`config.mk`:
```
export PLATFORM = sky130hd
export DESIGN_NAME = program_loader
export DESIGN_NICKNAME = d
export VERILOG_FILES = /design/src/rtl/program_loader.sv
export SDC_FILE = /design/constraint.sdc
export NUM_CORES = 1
export LEC_CHECK = 0
export ABC_AREA = 1
export ABC_CLOCK_PERIOD_IN_PS = 2300
export CORE_UTILIZATION = 57
export DETAILED_ROUTE_END_ITERATION = 10
export PLACE_DENSITY = 0.8
export SLEW_MARGIN = 25
export SYNTH_ARGS = -nofsm -noshare
export SYNTH_HDL_FRONTEND = slang
export SYNTH_SLANG_ARGS = --single-unit
```
`constraint.sdc`:
```
create_clock -name clock -period 2.3 [get_ports clock]
set_clock_uncertainty 0.05 [all_clocks]
set_input_delay 0.345 -clock clock [delete_from_list [all_inputs] [get_ports clock]]
set_output_delay 0.345 -clock clock [all_outputs]
set_load 0.01 [all_outputs]
```
`src/rtl/program_loader.sv`:
```
// Boot loader: receives a framed LE image over valid/ready bytes, writes 32-bit words to imem,
// holds the CPU in reset until the trailing XOR checksum verifies. Write strobe lags its byte by one cycle.
module program_loader #(
  parameter logic [31:0] BASE_ADDRESS = 32'h0000_0000,
  parameter int          MAX_WORDS    = 256
) (
  input  logic        clock,
  input  logic        reset,
  input  logic        rx_valid,
  input  logic [7:0]  rx_data,
  output logic        rx_ready,
  output logic        imem_we,
  output logic [31:0] imem_address,
  output logic [31:0] imem_data,
  output logic        cpu_reset,
  output logic        done,
  output logic        error
);

  typedef enum logic [2:0] {
    S_HEADER,
    S_DATA,
    S_CHECK,
    S_DONE,
    S_ERROR
  } state_t;

  state_t      state_q, state_d;
  logic [1:0]  cnt_q, cnt_d;
  logic [31:0] count_q, count_d;
  logic [31:0] word_q, word_d;
  logic [31:0] idx_q, idx_d;
  logic [7:0]  csum_q, csum_d;
  logic        we_q, we_d;
  logic [31:0] addr_q, addr_d;
  logic [31:0] data_q, data_d;
  logic        cpu_reset_q, cpu_reset_d;
  logic        done_q, done_d;
  logic        error_q, error_d;

  logic        fire;
  logic [31:0] hdr_shift;
  logic [31:0] word_shift;

  assign rx_ready   = (state_q == S_HEADER) || (state_q == S_DATA) || (state_q == S_CHECK);
  assign fire       = rx_valid && rx_ready;
  // Bytes arrive LSB first, so shifting in from the top leaves the word in LE order after four bytes.
  assign hdr_shift  = {rx_data, count_q[31:8]};
  assign word_shift = {rx_data, word_q[31:8]};

  always_comb begin
    state_d     = state_q;
    cnt_d       = cnt_q;
    count_d     = count_q;
    word_d      = word_q;
    idx_d       = idx_q;
    csum_d      = csum_q;
    we_d        = 1'b0;
    addr_d      = addr_q;
    data_d      = data_q;
    cpu_reset_d = cpu_reset_q;
    done_d      = done_q;
    error_d     = error_q;

    case (state_q)
      S_HEADER: begin
        if (fire) begin
          count_d = hdr_shift;
          cnt_d   = cnt_q + 2'd1;
          if (cnt_q == 2'd3) begin
            if (hdr_shift == 32'd0) begin
              state_d = S_CHECK;
            end else if (hdr_shift > 32'(MAX_WORDS)) begin
              state_d = S_ERROR;
              error_d = 1'b1;
            end else begin
              state_d = S_DATA;
            end
          end
        end
      end
      S_DATA: begin
        if (fire) begin
          word_d = word_shift;
          csum_d = csum_q ^ rx_data;
          cnt_d  = cnt_q + 2'd1;
          if (cnt_q == 2'd3) begin
            we_d   = 1'b1;
            data_d = word_shift;
            addr_d = BASE_ADDRESS + {idx_q[29:0], 2'b00};
            idx_d  = idx_q + 32'd1;
            if (idx_q + 32'd1 == count_q) state_d = S_CHECK;
          end
        end
      end
      S_CHECK: begin
        if (fire) begin
          if (rx_data == csum_q) begin
            state_d     = S_DONE;
            done_d      = 1'b1;
            cpu_reset_d = 1'b0;
          end else begin
            state_d = S_ERROR;
            error_d = 1'b1;
          end
        end
      end
      default: ;
    endcase
  end

  always_ff @(posedge clock) begin
    if (reset) begin
      state_q     <= S_HEADER;
      cnt_q       <= 2'd0;
      count_q     <= 32'd0;
      word_q      <= 32'd0;
      idx_q       <= 32'd0;
      csum_q      <= 8'd0;
      we_q        <= 1'b0;
      addr_q      <= BASE_ADDRESS;
      data_q      <= 32'd0;
      cpu_reset_q <= 1'b1;
      done_q      <= 1'b0;
      error_q     <= 1'b0;
    end else begin
      state_q     <= state_d;
      cnt_q       <= cnt_d;
      count_q     <= count_d;
      word_q      <= word_d;
      idx_q       <= idx_d;
      csum_q      <= csum_d;
      we_q        <= we_d;
      addr_q      <= addr_d;
      data_q      <= data_d;
      cpu_reset_q <= cpu_reset_d;
      done_q      <= done_d;
      error_q     <= error_d;
    end
  end

  assign imem_we      = we_q;
  assign imem_address = addr_q;
  assign imem_data    = data_q;
  assign cpu_reset    = cpu_reset_q;
  assign done         = done_q;
  assign error        = error_q;

endmodule

```
---- After elaboration in Yosys (flattened, before gate mapping) ----
Cells that the tools add are included.
storage, ports and cells
  register bits ........................... 175
  bits of input ports ..................... 11
  word-level logic and storage cells ...... 66
operators by class
  $add $sub $neg .......................... 2
  $lt $le $gt $ge ......................... 1
  equal/unequal tests ..................... 14
  muxes and demuxes ....................... 18
  bitwise logic cells ..................... 3
  reductions and logical operators ........ 16
operator list
  operator                                             count
  adder 32 x 1 -> 32 bit, second input constant        1
  equality test 32 bit                                 1
  > comparator 32 x 9 -> 1 bit, second input constant  1
  zero test 32 bit                                     1
  two-way mux 3 bit                                    9
  AND reduction 7 bit                                  2
  != test 2 bit, second input constant                 5
  case mux 3 bit (3 select lines)                      1
  equality test 8 bit                                  1
  != test 2 x 1 -> 1 bit, second input constant        4
  XOR 8 bit                                            1
  two-way mux 1 bit                                    7
  AND reduction 2 bit                                  3
  AND reduction 3 bit                                  2
  equality test 3 x 1 -> 1 bit, second input constant  1
  equality test 3 x 2 -> 1 bit, second input constant  1
  zero test 3 bit                                      1
  nonzero test 3 bit                                   1
  OR reduction 3 bit                                   1
  adder 2 x 1 -> 2 bit, second input constant          1
  equality test 2 bit, second input constant           1
  logical OR 1 bit                                     2
  NOT 1 bit                                            2
  case mux 1 bit (2 select lines)                      1
  other kinds (3)                                      3

---- Longest topological paths before layout ----
  depth after elaboration ................. 6
  depth in mapped cells ................... 19

---- Worst setup path before layout ----
OpenSTA, ideal clock, no wires.
  kind .................................... flip-flop to flip-flop
  start ................................... register idx_q[0]
  end ..................................... register state_q[0]
  library setup time ...................... 0.113 ns
  arrival time ............................ 1.882 ns
  data required time ...................... 2.137 ns
  setup slack ............................. 0.255 ns
  cell stages (with the launch flop) ...... 19
  buffers on the path ..................... 0
  period minus slack after synthesis ...... 2.045 ns
  cell sequence ........................... dfxtp_1 -> ha_1 -> nand2_1 -> nor2_4 -> nand2_1 -> nor2_4 -> nand2_1 -> nand2_1 -> nand2_1 -> nand2_1 -> nand2_1 -> nor2_1 -> nand2_1 -> nor2_1 -> nand2_1 -> nor2_1 -> nor2_1 -> nor2_1 -> nor2_1
on the way
  word-level cells in the longest chain between the ends .. 4
ends and longest elaborated chain
  item                                     line  source
  from (decl)                              32    logic [31:0] idx_q, idx_d;
  from (signal assigned)                   131   idx_q <= idx_d;
  adder 32 x 1 -> 32 bit                   92    if (idx_q + 32'd1 == count_q) state_d = S_CHECK;
  equality test 32 bit                     92
  != test 2 x 1 -> 1 bit (no source line)  --
  AND reduction 7 bit (no source line)     --
  to (signal assigned)                     127   state_q <= state_d;
  to (decl)                                28    state_t state_q, state_d;
No other way between the ends.
A chain may end at the register's enable or synchronous reset.

---- Worst setup path after layout ----
  start ................................... register idx_q[1]
  end ..................................... register state_q[0]
Same word-level chain as after synthesis.

==> summary.txt <==
Run status
  – Outcome: completed

Floorplan
  – Die H: 118 um
  – Core area: between 10000 and 15000 um2
  – Starting density of the core: about three fifths
  – Die Area: 14000 um2
  – Die width: ~120 um
  – FP Rows: 42
  – IO Count: 80

Critical path
  – Slowest stage delay, CP: 370 ps
  – Worst-path maximum fanout: 6
  – Startpoint types: flip-flop
  – Critical path, cell by cell: ha_4, nand2_4, nor2_4, nand2_2, nand2_1, nand2_1, nand2_1, nand2_1, nor2_2, nand2_1, nor2_2, nand2_1, nor2_1, nand2_1, nor2_1, nor2_1, nor2_1, nor2_1
  – WP data required: around 2600 ps
  – Slowest cell on crit path: dfxtp_4
  – Nature of the critical path endpoint: flip-flop
  – Delay-heaviest family, CP: simple AND/OR/NAND/NOR gates
  – Most used cell, CP: nand2_1
  – Critical Path AT: roughly 2500 ps
  – Setup Crit Path Kind: reg -> reg
  – Buf/Inv on CP: 0

STA
  – Clock period minus worst slack: 2260 ps
  – Max frequency: 0.443 GHz
  – Final WS setup: ~45 ps
  – Period Utilization, post-route: between 90 and 100%
  – Hold Violations, Final: 0
  – Setup TNS: 0 ps
  – Pins over their slew limit: 0
  – RSZ-0062 raised after global routing: true
  – Setup violators final: 0

Global routing
  – Vias in the first global route: 6750
  – Largest net degree at the start of global routing: 103
  – First-pass GRT wire length: roughly 34 mm
  – Grt total ovfl: 0
  – Initial antenna violation count: 0
  – Total track usage: 30.5%

Worst hold path
  – Hold Path Class: reg -> reg

Yosys
  – Gate Count Post-Synth: 1102
  – Post-synthesis mux area share: 0%
  – Synth top area share: between 40% and 50%
  – Synth Register Bits: roughly 170
  – Seq/Total Area, Yosys: around 43%
  – Cell taking the most area after synthesis: dfxtp_1
  – Synth Area in Simple Gates: 27.6%
  – Main combinational cell family by area after synthesis: simple AND/OR/NAND/NOR gates
  – Compound-gate portion of the synthesized area: 18.0%
  – YS warnings: 0
  – Synth cell types: 33
  – Post-Synth Adder-Cell Area: 0.325%
  – Synthesized area: between 7000 and 8000 um2
  – Post-Syn Area per Cell: 6.98 um2
  – Synth area leaders: dfxtp_1 43%, nand2_1 11%, o21ai_0 9.4%
  – Post-Synth XOR/XNOR Area: slightly below 2%

Finish
  – Number of nets in the layout: 1190
  – Most common cell after layout, fill and taps aside: nand2_1
  – N_diodes: 0
  – Final-layout fill cell count: 1081
  – Most frequent cells in the layout: 210 x nand2_1, 159 x dfxtp_1, 144 x o21ai_0
  – Finished Cell Area: 9410 um2
  – P&R area growth vs syn: 22.2%
  – Layout cells sized above 1: a little over a tenth

Route
  – Wirelength per Cell: approximately 15 um
  – DRT antenna net count: 0
  – Drt first-iter violations: 668
  – Vias: 7510
  – Drt pass-1 iters: 7
  – DRC errors left: 0
  – Routed Wire Length: 20.9 mm
  – Vias per cell: around 5.5

Clocking
  – CTS root buffer: clkbuf_16
  – Worst-Skew Late Latency: 430 ps
  – Clk slew on worst S/H paths: 70 ps
  – CTS Sinks: 167
  – H-tree level count: 4
  – Num CTS Buffers: 17
  – Cts hold-fix bufs: 0
  – Clk buf depth: 2
  – CTS tree: built

Place
  – PortBufs: 77
  – Post-DP HPWL: 14.4 mm
  – Cell area after placement: ~8700 um2
  – DP Worst Slack: about 10 ps
  – Placer Congestion: 0.961

Power and ir drop
  – Sw frac: 30.6%
  – Sequential Power Share: a little under half
  – Pint: 5.13 mW
  – Combinational power share: 16.9%
  – NetSw: 2.26 mW
  – Pleak: between 4 and 5 nW
  – Power Density: 786 nW/um2
  – Peak supply drop: 0.563 mV
  – Clk pwr share: 37.5%

Run
  – Max-Cap Viols: 0
==> per-stage QoR <==
step	hold slack, ps	util [%]	power (mW)	instances
finish	401	71.3	7.39	1366
detailed placement	391	66.2	4.63	1333
floorplan	380	-	4.22	1103
global route	421	71.3	7.71	1366
CTS	403	70.6	7.38	1365
global placement	382	66.2	4.59	1333
==> routing by layer <==
layer	track usage, %	vias up	share of wire, %
li1	-	3732	-
met1	39.6	3441	43
met2	49.8	297	48
met3	6.85	40	7.4
met4	10.7	0	1.9
met5	0	-	0
==> power groups by stage <==
stage	Combinational (mW)	Clock [mW]	Sequential, mW
3_5_place_dp	1.20	0	3.42
6_report	1.25	2.78	3.37
3_3_place_gp	1.18	0	3.41
2_1_floorplan	0.855	0	3.36
5_1_grt	1.40	2.92	3.39
4_1_cts	1.22	2.80	3.36
==> flip-flops by register name, indices dropped and copies added (netlist names) <==
name          cells
count_q          32
idx_q            32
imem_data        32
imem_address     30
word_q           24
csum_q            8
state_q           3
cnt_q             2
cpu_reset         1
done              1
error             1
imem_we           1
==> worst min-delay path, cell delays in order, from the launching register on <==
cell and delay (ps):
dfxtp_1 310, inv_1 50, a21oi_1 50
==> timing repair <==
action	4_1_cts	5_1_grt
hold endpoints to repair	0	0
setup endpoints to repair	1	2
gates cloned	0	0
gates resized for setup	1	32
pin swaps	1	22
buffers inserted	0	1
==> final timing paths <==
kind	startpoint	to	slack, ps	cells past startpoint
setup / recovery	idx_q[1]$_SDFFE_PP0P_	state_q[0]$_SDFFE_PP0P_	40	18
setup reg to reg	idx_q[1]$_SDFFE_PP0P_	state_q[0]$_SDFFE_PP0P_	40	18
hold reg to reg	done$_SDFFE_PP0P_	done$_SDFFE_PP0P_	400	2
hold / removal	done$_SDFFE_PP0P_	done$_SDFFE_PP0P_	400	2
==> cell usage after synthesis (all sizes together) <==
library cell	n
a211oi	2
a21oi	114
and2	3
and3	1
buf	8
clkbuf	42
conb	1
dfxtp	167
ha	2
inv	123
nand2	227
nand3	90
nand4	8
nor2	136
nor3	7
nor4	2
o2111ai	1
o211ai	7
o21ai	146
o31ai	1
xnor2	6
xnor3	2
xor2	6
==> layout make-up <==
cell class,count,area [um2],share of cell area [%]
multi-input combinational,763,3780,40.2
sequential,167,3360,35.7
timing repair buffer,105,1020,10.8
inverter,123,463,4.92
clock buffer,19,433,4.60
tap,176,220,2.34
clock inverter,13,136,1.45
==> logic make-up (layout without fill, tap and decap cells) <==
logic type      after synthesis  count (layout)
buf+inv                     173             260
fa+ha+maj                     2               2
flops                       167             167
simple gates                474             474
other cells                   1               2
xor+xnor                     14              14
compound gates              271             271
Note: power is estimated with default switching activity, not from simulation.
